<file path="src/rtl/k10_wb_arbiter.sv">
`default_nettype none
// ============================================================================
// Module      : k10_wb_arbiter
// Description : Shares one register-file write port among NUM_REQ writeback
//               requesters; round-robin by default, fixed priority (lowest
//               index wins) when K10_WB_FIXED_PRIO_EN is defined.
// Revision    : 1.0 - initial release
// ============================================================================
module k10_wb_arbiter #(
    parameter int NUM_REQ = 3
) (
    input  logic                      i_clk,
    input  logic                      i_rst,
    input  logic [NUM_REQ-1:0]        i_req_valid,
    input  logic [NUM_REQ-1:0][4:0]   i_req_rd,
    input  logic [NUM_REQ-1:0][31:0]  i_req_data,
    output logic [NUM_REQ-1:0]        o_req_ready,
    output logic                      o_wr_en,
    output logic [4:0]                o_rd_addr,
    output logic [31:0]               o_rd_data,
    output logic [15:0]               o_conflict_cnt
);

    localparam int          c_PTR_W   = (NUM_REQ > 1) ? $clog2(NUM_REQ) : 1;
    localparam logic [15:0] c_CNT_MAX = 16'hFFFF;

    logic [NUM_REQ-1:0] w_grant;
    logic [c_PTR_W-1:0] w_gnt_idx;
    logic [c_PTR_W-1:0] w_base;
    logic [c_PTR_W-1:0] w_scan;
    logic [c_PTR_W:0]   w_sum;
    logic               w_any;
    logic               w_hs;
    logic               w_write;
    logic               w_contention;
    logic [4:0]         w_rd;
    logic [31:0]        w_data;

    logic               wr_en_q;
    logic [4:0]         rd_addr_q;
    logic [31:0]        rd_data_q;
    logic [15:0]        cnt_q;
`ifndef K10_WB_FIXED_PRIO_EN
    logic [c_PTR_W-1:0] ptr_q;
`endif

    // Scan requesters starting at the base index, wrapping at NUM_REQ-1.
    always_comb begin
        w_grant   = '0;
        w_gnt_idx = '0;
        w_any     = 1'b0;
        w_sum     = '0;
        w_scan    = '0;
`ifdef K10_WB_FIXED_PRIO_EN
        w_base    = '0;
`else
        w_base    = ptr_q;
`endif
        for (int i = 0; i < NUM_REQ; i++) begin
            w_sum = {1'b0, w_base} + (c_PTR_W+1)'(i);
            if (w_sum >= (c_PTR_W+1)'(NUM_REQ)) begin
                w_sum = w_sum - (c_PTR_W+1)'(NUM_REQ);
            end
            w_scan = w_sum[c_PTR_W-1:0];
            if (!w_any && i_req_valid[w_scan]) begin
                w_any           = 1'b1;
                w_gnt_idx       = w_scan;
                w_grant[w_scan] = 1'b1;
            end
        end
    end

    assign o_req_ready  = i_rst ? '0 : w_grant;
    assign w_hs         = |o_req_ready;
    assign w_rd         = i_req_rd[w_gnt_idx];
    assign w_data       = i_req_data[w_gnt_idx];
    // A grant to rd==0 is consumed without a write; x0 is never written.
    assign w_write      = w_hs && (w_rd != 5'd0);
    assign w_contention = ($countones(i_req_valid) >= 2);

    always_ff @(posedge i_clk) begin
        if (i_rst) begin
            wr_en_q   <= 1'b0;
            rd_addr_q <= 5'd0;
            rd_data_q <= 32'd0;
            cnt_q     <= 16'd0;
`ifndef K10_WB_FIXED_PRIO_EN
            ptr_q     <= '0;
`endif
        end else begin
            wr_en_q <= w_write;
            if (w_write) begin
                rd_addr_q <= w_rd;
                rd_data_q <= w_data;
            end
            if (w_contention && (cnt_q != c_CNT_MAX)) begin
                cnt_q <= cnt_q + 16'd1;
            end
`ifndef K10_WB_FIXED_PRIO_EN
            if (w_hs) begin
                ptr_q <= (w_gnt_idx == c_PTR_W'(NUM_REQ-1)) ? '0 : w_gnt_idx + 1'b1;
            end
`endif
        end
    end

    assign o_wr_en        = wr_en_q;
    assign o_rd_addr      = rd_addr_q;
    assign o_rd_data      = rd_data_q;
    assign o_conflict_cnt = cnt_q;

endmodule
`default_nettype wire

</file>
<file path="config.mk">
export PLATFORM = sky130hd
export DESIGN_NAME = k10_wb_arbiter
export DESIGN_NICKNAME = d
export VERILOG_FILES = /design/src/rtl/k10_wb_arbiter.sv
export SDC_FILE = /design/constraint.sdc
export NUM_CORES = 1
export LEC_CHECK = 0
export ABC_CLOCK_PERIOD_IN_PS = 4100
export CAP_MARGIN = 30
export CORE_MARGIN = 8
export CORE_UTILIZATION = 40
export DETAILED_ROUTE_END_ITERATION = 7
export DONT_BUFFER_PORTS = 1
export SLEW_MARGIN = 40
export SYNTH_ARGS = -nofsm -noshare
export SYNTH_HDL_FRONTEND = slang
export SYNTH_SLANG_ARGS = --single-unit
</file>
<file path="constraint.sdc">
create_clock -name i_clk -period 4.1 [get_ports i_clk]
set_input_delay 0.82 -clock i_clk [delete_from_list [all_inputs] [get_ports i_clk]]
set_output_delay 0.82 -clock i_clk [all_outputs]
set_load 0.02 [all_outputs]
</file>
; ---- Word level (Yosys, flattened, before mapping)
; Cells that the tools add are included.
[classes]
eq_ne = 2
muxes = 29
bitwise_logic = 2
reduce_logical = 11
n_addsub = 9
order_cmp = 11
[ops]
columns = op, n
row1 = $bmux 32 s2, 1
row2 = $mux 32, 1
row3 = $add 16x1->16 const B, 1
row4 = $ne 16x16->1 const B, 1
row5 = $mux 2, 7
row6 = $lt 2x3->1 const B, 4
row7 = $mux 3, 4
row8 = $bmux 5 s2, 1
row9 = $ge 3x2->1 const B, 3
row10 = $mux 1, 8
row11 = $logic_and 1x1->1, 7
row12 = $bmux 1 s2, 3
row13 = $demux 1 s2, 3
row14 = $ge 2x1->1 const B, 3
row15 = $or 3x3->3, 2
row16 = $sub 2x2->2 const B, 3
row17 = $mux 5, 1
row18 = $reduce_bool 5->1, 1
row19 = $add 2x1->3, 1
row20 = $add 2x1->3 const B, 1
row21 = $add 2x2->3 const B, 1
row22 = $reduce_or 3->1, 1
row23 = $add 1x1->2, 1
row24 = $add 2x1->2 const B, 1
row25 = 3 further kinds, 4
[totals]
output_inout_bits = 57
elab_cells = 69
inputBits = 116
regBits = 56

; ---- Depth between registers and ports, before layout
; Gate-level depths: netlist of run 1.
[logic_depth]
depth_word = 15
depth_mapped = 14
mapped_depth_nobuf = 9

; ---- Worst setup path after synthesis of run 1
; Ideal clock, no wire load.
[synth_timing]
kind = input-to-reg
startpoint = input i_req_valid[2]
endpoint = register rd_data_q[22] (netlist: o_rd_data[22])
t_arrival_ns = 2.855
stages = 9
required_ns = 3.977
n_path_buf = 2
path_slack_ns = 1.121
cell_sequence = buf_2 -> nand2b_1 -> o221ai_1 -> o22ai_4 -> a211oi_2 -> o22ai_1 -> o31ai_4 -> buf_6 -> o211ai_2
[synth_between]
elab_chain_len = 13
word_cells_on_any_way = 28
cone_classes = mux (19) / bitwise (2) / reduce/logical (7)
[synth_lines]
columns = element, line_no
row1 = "start, declared", 14  ; input logic [NUM_REQ-1:0] i_req_valid,
row2 = $bmux 1 s2, 65  ; if (!w_any && i_req_valid[w_scan]) begin
row3 = $mux 1 (implied by the code), 65
row4 = $mux 1, 65
row5 = $logic_not 1->1, 65
row6 = $logic_and 1x1->1, 65
row7 = $mux 1, 65
row8 = $logic_not 1->1, 65
row9 = $logic_and 1x1->1, 65
row10 = $mux 2, 65
row11 = $bmux 5 s2, 75  ; assign w_rd = i_req_rd[w_gnt_idx];
row12 = $mux 5 (implied by the code), 75
row13 = $reduce_bool 5->1, 78  ; assign w_write = w_hs && (w_rd != 5'd0);
row14 = $logic_and 1x1->1, 78
row15 = "end signal, assigned", 94  ; rd_data_q <= w_data;
row16 = "end, declared", 41  ; logic [31:0] rd_data_q;
; Parallel ways exist; a longest one is shown, timed or not. The select of a mux whose other input is x is not followed.
; A chain may end at the register's enable or synchronous reset.

; ---- Worst setup path after layout of run 1
[layout_timing]
startpoint = register ptr_q[0]
endpoint = register rd_data_q[0] (netlist: o_rd_data[0])
[layout_between]
elab_chain_len = 15
word_cells_on_any_way = 54
cone_classes = add/sub (5) / order compare (9) / mux (28) / bitwise (2) / reduce/logical (10)
[layout_lines]
columns = element, line_no
row1 = "start, declared", 44  ; logic [c_PTR_W-1:0] ptr_q;
row2 = "start signal, assigned", 101  ; ptr_q <= (w_gnt_idx == c_PTR_W'(NUM_REQ-1)) ? '0 : w_gnt_idx + 1'b1;
row3 = branches (longest 15 deep; another with $add 2x1->3), n/a
; Parallel ways; which one is timed is not known. The select of a mux whose other input is x is not followed.

==> results.json, run 1 <==
{
  "min_path_type": "reg2reg",
  "startpoint_type": "flip-flop",
  "pre_cts_slack_ns": 0.713,
  "via_count": 3787,
  "ys_top_cells_by_area": "dfxtp_1 (28%), nand2_1 (11%), a21oi_1 (9.5%)",
  "initial_core_util_pct": 41.0,
  "yosysTopAreaCellShare_pct": 28.2,
  "grt_pass1_vias": 3640,
  "synth_flop_cell": "dfxtp_1",
  "worstPathArrival_ns": 3.65,
  "netlist_instances": 525,
  "cp-end-kind": "flip-flop",
  "h-tree-depth": 2,
  "synth_compound_area_share_pct": 31.0,
  "drcViolationCount": 0,
  "num_rows": 36,
  "max_clock_freq_mhz": 289,
  "final_max_slew_viol_count": 0,
  "cts_buffers": 5,
  "detail_route.iter0.violations": 191,
  "min_from": "ptr_q[1]",
  "reg2reg_depth": 10,
  "clkSinkCount": 56,
  "ctsHoldBuffers": 0,
  "grt_max_degree": 55,
  "slew-limit-headroom_pct": 53.8,
  "gr-total-overflow": 0,
  "yosysWarnings": 0,
  "synth_async_sr_flop_share_pct": 0,
  "gp_congestion": 0.872,
  "io_pins": 173,
  "synth_simple_gate_area_share_pct": 28.6,
  "ys_ff_latch": 56,
  "synth_xor_area_share_pct": 2.21,
  "final_nets": 621,
  "reg2reg_from": "ptr_q[0]",
  "status": "complete, no violations",
  "ant_nets": 0,
  "clkLatencyLatePin_ns": 0.31,
  "grt_pass1_wl_mm": 19.0,
  "worst-setup-path-type": "reg2reg",
  "fin_crit_ns": 3.46,
  "worstPathCellList": "inv_1 -> ha_1 -> nor2b_1 -> o2111ai_1 -> nand3_2 -> a211oi_2 -> o22ai_1 -> o31ai_4 -> buf_4 -> o211ai_1",
  "drive_above_1_share_pct": 12.8,
  "io_buffers": 0,
  "dpl_cell_area_um2": 3990,
  "hpwlAfterDp_mm": 9.10,
  "cp.required_ns": 4.29,
  "worstPathMaxFanout": 26,
  "clk_pin_slew_ns": 0.10,
  "area_growth_pct": 3.53,
  "yosysSeqAreaShare_pct": 28.2,
  "core_area_um2": 9680,
  "routed_wl_mm": 12.4,
  "post-route-period-util_pct": 84.4,
  "hold_violations": 0,
  "holdWs_ns": 0.506,
  "grt_use_total_pct": 17.6,
  "n_fill_cell": 984,
  "synth_edf_count": 0,
  "antenna_cells": 0,
  "cpPeakStageDelay_ns": 0.52,
  "ff2ff_setup_slack_ns": 0.64,
  "synth.area.mux_share_pct": 1.58,
  "cts_setup_buffers": 0,
  "regToRegEndpoint": "o_rd_data[0]",
  "die_area_um2": 13400,
  "worst_slack_ns": 0.638,
  "powerDensity_nw_per_um2": 923,
  "fin_total_pwr_w": 0.00379,
  "dieHeight_um": 116,
  "synth_top_family_by_area": "compound AO/OA/AOI/OAI gates",
  "root_buffer": "clkbuf_8",
  "cts_tree": "built",
  "setup_viol": 0,
  "fin_tns_setup_ns": 0,
  "antenna_found_initial": 0,
  "drv_cap": 0,
  "finClkSkew_ns": 0.0102,
  "syn_area_um2": 3970,
  "rsz0062_at_grt": "false",
  "avgSynthCellArea_um2": 7.56,
  "wl_per_cell_um": 19.6,
  "firstDrtPassIters": 5,
  "tightest_slew_ns": 0.693,
  "critPathSlowestCell": "nand3_2",
  "synthDistinctLibCells": 48,
  "syn_nets": 647,
  "cts_buffer_depth": 2,
  "hold_end": "ptr_q[1]",
  "cts_resized": 0,
  "p_leak_nw": 1.50,
  "avgViaCountPerCell": 5.98,
  "die_x_um": 116,
  "peakVddDrop_mv": 0.358,
  "whs_path_depth": 2,
  "synth.largest_area_cell": "dfxtp_1",
  "synth_fa_ha_area_share_pct": 1.89,
  "design_area_um2": 4110
}
through the flow:
step | std cells | util [%]
2_1_floorplan | 525 | -
5_1_grt | 633 | 42.4
4_1_cts | 633 | 42.4
6_report | 633 | 42.4
3_5_place_dp | 625 | 41.2
3_3_place_gp | 625 | 41.2
final cells by class:
| type | instances | area (µm²) | share of cell area, % |
|---|---|---|---|
| inverters | 12 | 45.0 | 1.10 |
| clock buffers | 5 | 68.8 | 1.67 |
| flip-flops and latches | 56 | 1120 | 27.3 |
| well taps | 133 | 166 | 4.05 |
| repair buffers | 9 | 67.6 | 1.64 |
| clock inverters | 3 | 47.5 | 1.16 |
| multi-input cells | 415 | 2590 | 63.1 |
power breakdown:
part           internal, W  switching [W]
registers         0.000725       0.000316
clock network     0.000184       0.000191
logic             0.000831        0.00155
synth_stat cells (2+ instances only):
cell type and count:
nand2_1 112, a21oi_1 75, dfxtp_1 56, nand4_1 36, nor2b_1 35, o211ai_2 29, clkbuf_1 25, nor2_1 18
inv_1 11, buf_2 10, o21ai_0 9, xnor2_1 7, buf_6 6, ha_1 6, nand3_1 6, a211oi_1 5
nor3_1 5, o221a_1 5, or3_1 5, a211oi_2 4, mux2i_1 4, nand2b_1 4, o211ai_1 4, o311a_1 4
or2_2 4, a31oi_1 3, and2_1 3, and4_1 3, o22a_1 3, o22ai_1 3, xor2_1 3, and3_1 2
mux2_2 2, o2111ai_1 2, o21ai_1 2, o221ai_1 2
worst max-delay path: cells and delay by family (launching register included):
family,cells,cell delay (ns)
AO/OA/AOI/OAI,5,1.35
AND/OR/NAND/NOR,2,0.71
buffers and inverters,2,0.49
adder cells (fa/ha/maj),1,0.40
flip-flops,1,0.37
how the worst max path moves through the flow:
stage	endpoint	slack (ns)	start
after global routing	o_rd_data[0]	0.42	ptr_q[0]
after global placement	o_rd_data[0]	0.91	ptr_q[0]
after CTS	o_req_ready[0]	0.68	ptr_q[1]
final	o_rd_data[0]	0.64	ptr_q[0]
after detailed placement	o_rd_data[0]	0.71	ptr_q[0]
after floorplan	o_rd_data[22]	1.12	i_req_valid[2]
layout by cell type, fill, tap and decap left out, drive strengths merged, types with 4 or more instances in the layout:
cell type / count
nand3: 6
ha: 6
xnor2: 7
or2: 4
nor2: 18
nand2: 112
o211ai: 33
a21oi: 76
o21ai: 11
or3: 5
mux2i: 4
buf: 9
o311a: 4
clkbuf: 5
inv: 12
nand2b: 4
nor3: 5
nor2b: 35
nand4: 36
o221a: 5
o22ai: 4
a211oi: 9
dfxtp: 56
state kept, by name (all words and copies together) (netlist names):
name,count
o_rd_addr,5
o_wr_en,1
o_rd_data,32
ptr_q,2
o_conflict_cnt,16
layer usage:
| metal | routed length [µm] | vias to the layer above | global-route usage, % |
|---|---|---|---|
| met3 | 1160 | 15 | 6.10 |
| met5 | 0 | - | 0 |
| met4 | 142 | 0 | 3.89 |
| li1 | - | 1837 | - |
| met1 | 5390 | 1782 | 21.6 |
| met2 | 5720 | 153 | 29.2 |
logic make-up after synthesis:
logic type / count (synthesis)
compound gates: 159
xor+xnor: 10
fa+ha+maj: 6
buf+inv: 54
flops: 56
mux: 6
simple gates: 234
Note: power is estimated with default switching activity, not from simulation.
==> run 2, diff against run 1 <==
ABC_CLOCK_PERIOD_IN_PS = 3300   (was 4100)
clock period = 3.3 ns   (was 4.1 ns; I/O delays follow)
==> run 2 against run 1 <==
Final area rose by 1.5%. Register-to-register slack lost 0.41 ns. Sequential share of layout area down 0.39 points. Critical path type is now reg2out. Non-clock buffer count grew 4. Clock skew down 0.0010 ns. Via count decreased by 1.3%. Routed wire length decreased by 0.85%. Critical path depth decreased by 3. Clock power increased by 29%. Die area did not move. Setup slack worse by 0.43 ns.
==> results.json, run 2 (synthesis gave the netlist of run 1 again) <==
{
  "io_pins": 173,
  "stdcell_count": 637,
  "reg2reg_from": "ptr_q[0]",
  "antenna_found_initial": 0,
  "crit_end": "o_req_ready[0]",
  "dieHeight_um": 116,
  "ctsHoldBuffers": 0,
  "clkLatencyLatePin_ns": 0.32,
  "fin_total_pwr_w": 0.00485,
  "firstDrtPassIters": 5,
  "worstPathArrival_ns": 2.43,
  "grt_pass1_wl_mm": 19.0,
  "slew-limit-headroom_pct": 68.1,
  "pre_cts_slack_ns": 0.177,
  "clk_pin_slew_ns": 0.11,
  "grt_max_degree": 55,
  "die_area_um2": 13400,
  "gr-total-overflow": 0,
  "hpwlAfterDp_mm": 9.16,
  "worst-setup-path-type": "reg2out",
  "io_buffers": 0,
  "worstPathMaxFanout": 10,
  "grt_use_total_pct": 17.7,
  "cts_setup_buffers": 0,
  "final_cell_mix": "nand2_1 (112), a21oi_1 (75), dfxtp_1 (56)",
  "cp-startpoint": "ptr_q[0]",
  "avgViaCountPerCell": 5.87,
  "detail_route.iter0.violations": 153,
  "drcViolationCount": 0,
  "cts_tree": "built",
  "startpoint_type": "flip-flop",
  "cts_resized": 0,
  "finClkSkew_ns": 0.00915,
  "die_x_um": 116,
  "peakVddDrop_mv": 0.471,
  "worst_slack_ns": 0.207,
  "dp.cells": 629,
  "gp_congestion": 0.852,
  "cts_buffer_depth": 2,
  "final_nets": 625,
  "via_count": 3737,
  "drive_above_1_share_pct": 14.5,
  "routed_wl_mm": 12.3,
  "wl_per_cell_um": 19.3,
  "cp.required_ns": 2.64,
  "final_max_slew_viol_count": 0,
  "antenna_cells": 0,
  "min_path_type": "in2reg",
  "root_buffer": "clkbuf_8",
  "p_leak_nw": 1.53,
  "powerDensity_nw_per_um2": 1160,
  "max_clock_freq_mhz": 323,
  "setup_viol": 0,
  "ff2ff_setup_slack_ns": 0.23,
  "reg2reg_depth": 10,
  "clkSinkCount": 56,
  "post-route-period-util_pct": 93.7,
  "rsz0062_at_grt": "false",
  "regToRegEndpoint": "o_rd_data[2]",
  "num_rows": 36,
  "grt_pass1_vias": 3636,
  "cp-end-kind": "output port",
  "tightest_slew_ns": 0.479,
  "fin_tns_setup_ns": 0,
  "largest_register_ffs": 32,
  "core_area_um2": 9680,
  "initial_core_util_pct": 41.0,
  "final_common_cell": "nand2_1",
  "hold_violations": 0,
  "fin_crit_ns": 3.09,
  "drv_cap": 0,
  "area_growth_pct": 5.04,
  "ant_nets": 0,
  "cts_buffers": 5,
  "h-tree-depth": 2,
  "status": "complete, no violations"
}
==> run 2: metrics by stage <==
step	util, %	cell area [µm²]	hold WS (ns)
final	43.1	4170	0.448
after detailed placement	41.7	4040	0.483
after global placement	41.7	4040	0.476
after global routing	43.1	4170	0.364
after floorplan	-	3970	0.465
after CTS	42.9	4160	0.385
==> run 2: cell type report <==
class                   instances  area, µm²
fillers                       999       5510
multi-input cells             415       2610
flip-flops and latches         56       1120
well taps                     133        166
repair buffers                 13        110
clock buffers                   5       68.8
clock inverters                 3       50.0
inverters                      12       45.0
==> run 2: critical path: stages, from the launching register on <==
cell and delay [ns]:
dfxtp_1 0.38, inv_1 0.09, ha_1 0.41, nor2b_2 0.23, a32oi_4 0.41, nor2_1 0.12
o21ai_2 0.30, inv_1 0.19
==> run 2: report_power, final <==
part           switching (W)  internal, W
Combinational        0.00195      0.00111
Clock               0.000248     0.000235
Sequential          0.000395     0.000901
Total                0.00260      0.00225
==> run 2: routing by layer <==
| layer | track usage (%) | routed length (µm) | up-vias |
|---|---|---|---|
| li1 | - | - | 1841 |
| met1 | 21.9 | 5390 | 1731 |
| met2 | 28.4 | 5610 | 155 |
| met3 | 6.20 | 1190 | 10 |
| met4 | 4.49 | 120 | 0 |
| met5 | 0 | 0 | - |
==> run 2: worst min-delay path by stage <==
stage / slack [ns] / end / from / cells past startpoint
floorplan: 0.46 / ptr_q[1] / ptr_q[1] / 2
global placement: 0.48 / ptr_q[1] / ptr_q[1] / 2
detailed placement: 0.48 / ptr_q[1] / ptr_q[1] / 2
CTS: 0.39 / o_conflict_cnt[10] / i_rst / 1
global route: 0.36 / o_conflict_cnt[6] / i_rst / 1
finish: 0.45 / o_conflict_cnt[5] / i_rst / 1
==> run 3, diff against run 2 <==
CORE_ASPECT_RATIO = 1.75   (was unset)
CORE_UTILIZATION = 64   (was 40)
PLACE_DENSITY = 0.8   (was unset)
==> run 3 against run 2 <==
Die area is 32% lower. Highest routed layer unchanged. Flip-flop and latch count stayed put. Non-clock buffer count stayed put. Routed wire length is 4.3% lower. Sequential share of layout area is 0.38 points higher. Global-route usage is 7.2 points higher.
==> results.json, run 3 (synthesis gave the netlist of run 1 again) <==
{
  "status": "complete, no violations",
  "fin_crit_ns": 3.13,
  "p_leak_nw": 1.54,
  "met2_usage_pct": 41.2,
  "largest_register_ffs": 32,
  "peakVddDrop_mv": 0.679,
  "pwr-share-seq_pct": 26.9,
  "worstPathMaxFanout": 33,
  "root_buffer": "clkbuf_8",
  "regToRegEndpoint": "o_rd_data[0]",
  "final_nets": 625,
  "hold_end": "o_rd_addr[0]",
  "drv_cap": 0,
  "post-route-period-util_pct": 94.8,
  "min_from": "i_rst",
  "switchingPower_w": 0.00252,
  "clkLatencyLatePin_ns": 0.32,
  "worst-setup-path-type": "reg2reg",
  "clk_pin_slew_ns": 0.10,
  "drive_above_1_share_pct": 13.7,
  "busiest_layer": "met2",
  "routed_wl_mm": 11.8,
  "cts_buffers": 5,
  "firstDrtPassIters": 4,
  "slew-limit-headroom_pct": 53.7,
  "antenna_cells": 0,
  "io_buffers": 0,
  "cts_setup_buffers": 0,
  "max_clock_freq_mhz": 320,
  "use_met3_pct": 8.46,
  "internal-power_w": 0.00230,
  "drcViolationCount": 0,
  "grt_use_total_pct": 24.9,
  "swShare_pct": 52.3,
  "holdWs_ns": 0.407,
  "cp.required_ns": 3.51,
  "reg2reg_from": "ptr_q[1]",
  "worst_slack_ns": 0.173,
  "wl_per_cell_um": 20.2,
  "final_common_cell": "nand2_1",
  "min_path_type": "in2reg",
  "met1_usage_pct": 27.9,
  "reg2reg_depth": 10,
  "rsz0062_at_grt": "false",
  "whs_path_depth": 1,
  "worstPathArrival_ns": 3.33,
  "core_area_um2": 6090,
  "hold_violations": 0,
  "detail_route.iter0.violations": 264,
  "cts_tree": "built",
  "tightest_slew_ns": 0.694,
  "setup_viol": 0,
  "final_max_slew_viol_count": 0,
  "grt_pass1_wl_mm": 18.0,
  "dieHeight_um": 120,
  "fin_tns_setup_ns": 0,
  "hpwlAfterDp_mm": 8.84,
  "startpoint_type": "flip-flop",
  "clockPowerShare_pct": 10.3,
  "avgViaCountPerCell": 6.57,
  "h-tree-depth": 2,
  "gp_congestion": 0.897,
  "via_count": 3834,
  "cp-end-kind": "flip-flop",
  "n_fill_cell": 566,
  "io_pins": 173,
  "combPwrFrac_pct": 62.8,
  "pre_cts_slack_ns": 0.219,
  "grt_pass1_vias": 3687,
  "ant_nets": 0,
  "die_area_um2": 9080,
  "final_cell_mix": "nand2_1 (112), a21oi_1 (75), dfxtp_1 (56)",
  "finClkSkew_ns": 0.00337,
  "die_x_um": 75.5,
  "antenna_found_initial": 0,
  "clkSinkCount": 56,
  "initial_core_util_pct": 65.2,
  "num_rows": 38,
  "grt_max_degree": 55,
  "powerDensity_nw_per_um2": 1170,
  "area_growth_pct": 3.59,
  "cts_buffer_depth": 2,
  "gr-total-overflow": 0,
  "ff2ff_setup_slack_ns": 0.17
}
run 3: how the worst max path moves through the flow:
stage | from | end | slack, ns | cells past startpoint
2_1_floorplan | i_req_valid[2] | o_rd_data[22] | 0.48 | 9
3_3_place_gp | ptr_q[1] | o_rd_data[0] | 0.33 | 10
3_5_place_dp | ptr_q[1] | o_rd_data[2] | 0.22 | 10
4_1_cts | ptr_q[1] | o_req_ready[0] | 0.05 | 7
5_1_grt | ptr_q[0] | o_rd_addr[1] | 0.009 | 8
6_report | ptr_q[1] | o_rd_data[0] | 0.17 | 10
run 3: area by class of cell:
cell class | count | area, µm² | area share (%)
flip-flops and latches | 56 | 1120 | 27.3
clock inverters | 1 | 30.0 | 0.730
multi-input cells | 415 | 2600 | 63.2
clock buffers | 7 | 96.3 | 2.34
well taps | 80 | 100 | 2.43
repair buffers | 13 | 123 | 2.98
inverters | 12 | 45.0 | 1.10
run 3: worst max-delay path, stage by stage (launching register included):
cell      delay [ns]
dfxtp_1         0.39
inv_1           0.07
ha_1            0.30
nand2b_1        0.33
o221a_1         0.41
o221a_1         0.32
a211oi_2        0.28
o22ai_1         0.19
o31ai_4         0.28
buf_12          0.26
o211ai_1        0.13
run 3: what timing repair did:
| action | 4_1_cts | 5_1_grt |
|---|---|---|
| resized for setup | 0 | 1 |
| hold buffers | 0 | 0 |
| setup endpoints to repair | 0 | 1 |
run 3: routing by layer:
layer | wire length, µm | part of all wire, % | up-vias
li1 | - | - | 1841
met1 | 4330 | 37 | 1793
met2 | 5800 | 49 | 174
met3 | 1320 | 11 | 26
met4 | 331 | 2.8 | 0
met5 | 0 | 0 | -
run 3: metrics by stage:
step                      util [%]  area, µm²  cells  power (W)
after detailed placement      65.4       3980    576    0.00430
after floorplan                  -       3970    525    0.00370
final                         67.6       4110    584    0.00481
after global placement        65.4       3980    576    0.00424
after CTS                     67.5       4110    584    0.00480
after global routing          67.6       4110    584    0.00515
run 3: power groups by stage:
| stage | logic, W | registers (W) | clock network (W) |
|---|---|---|---|
| 2_1_floorplan | 0.00246 | 0.00124 | 0 |
| 3_3_place_gp | 0.00293 | 0.00131 | 0 |
| 4_1_cts | 0.00300 | 0.00130 | 0.000504 |
| 6_report | 0.00302 | 0.00130 | 0.000496 |
| 3_5_place_dp | 0.00299 | 0.00131 | 0 |
| 5_1_grt | 0.00330 | 0.00132 | 0.000529 |
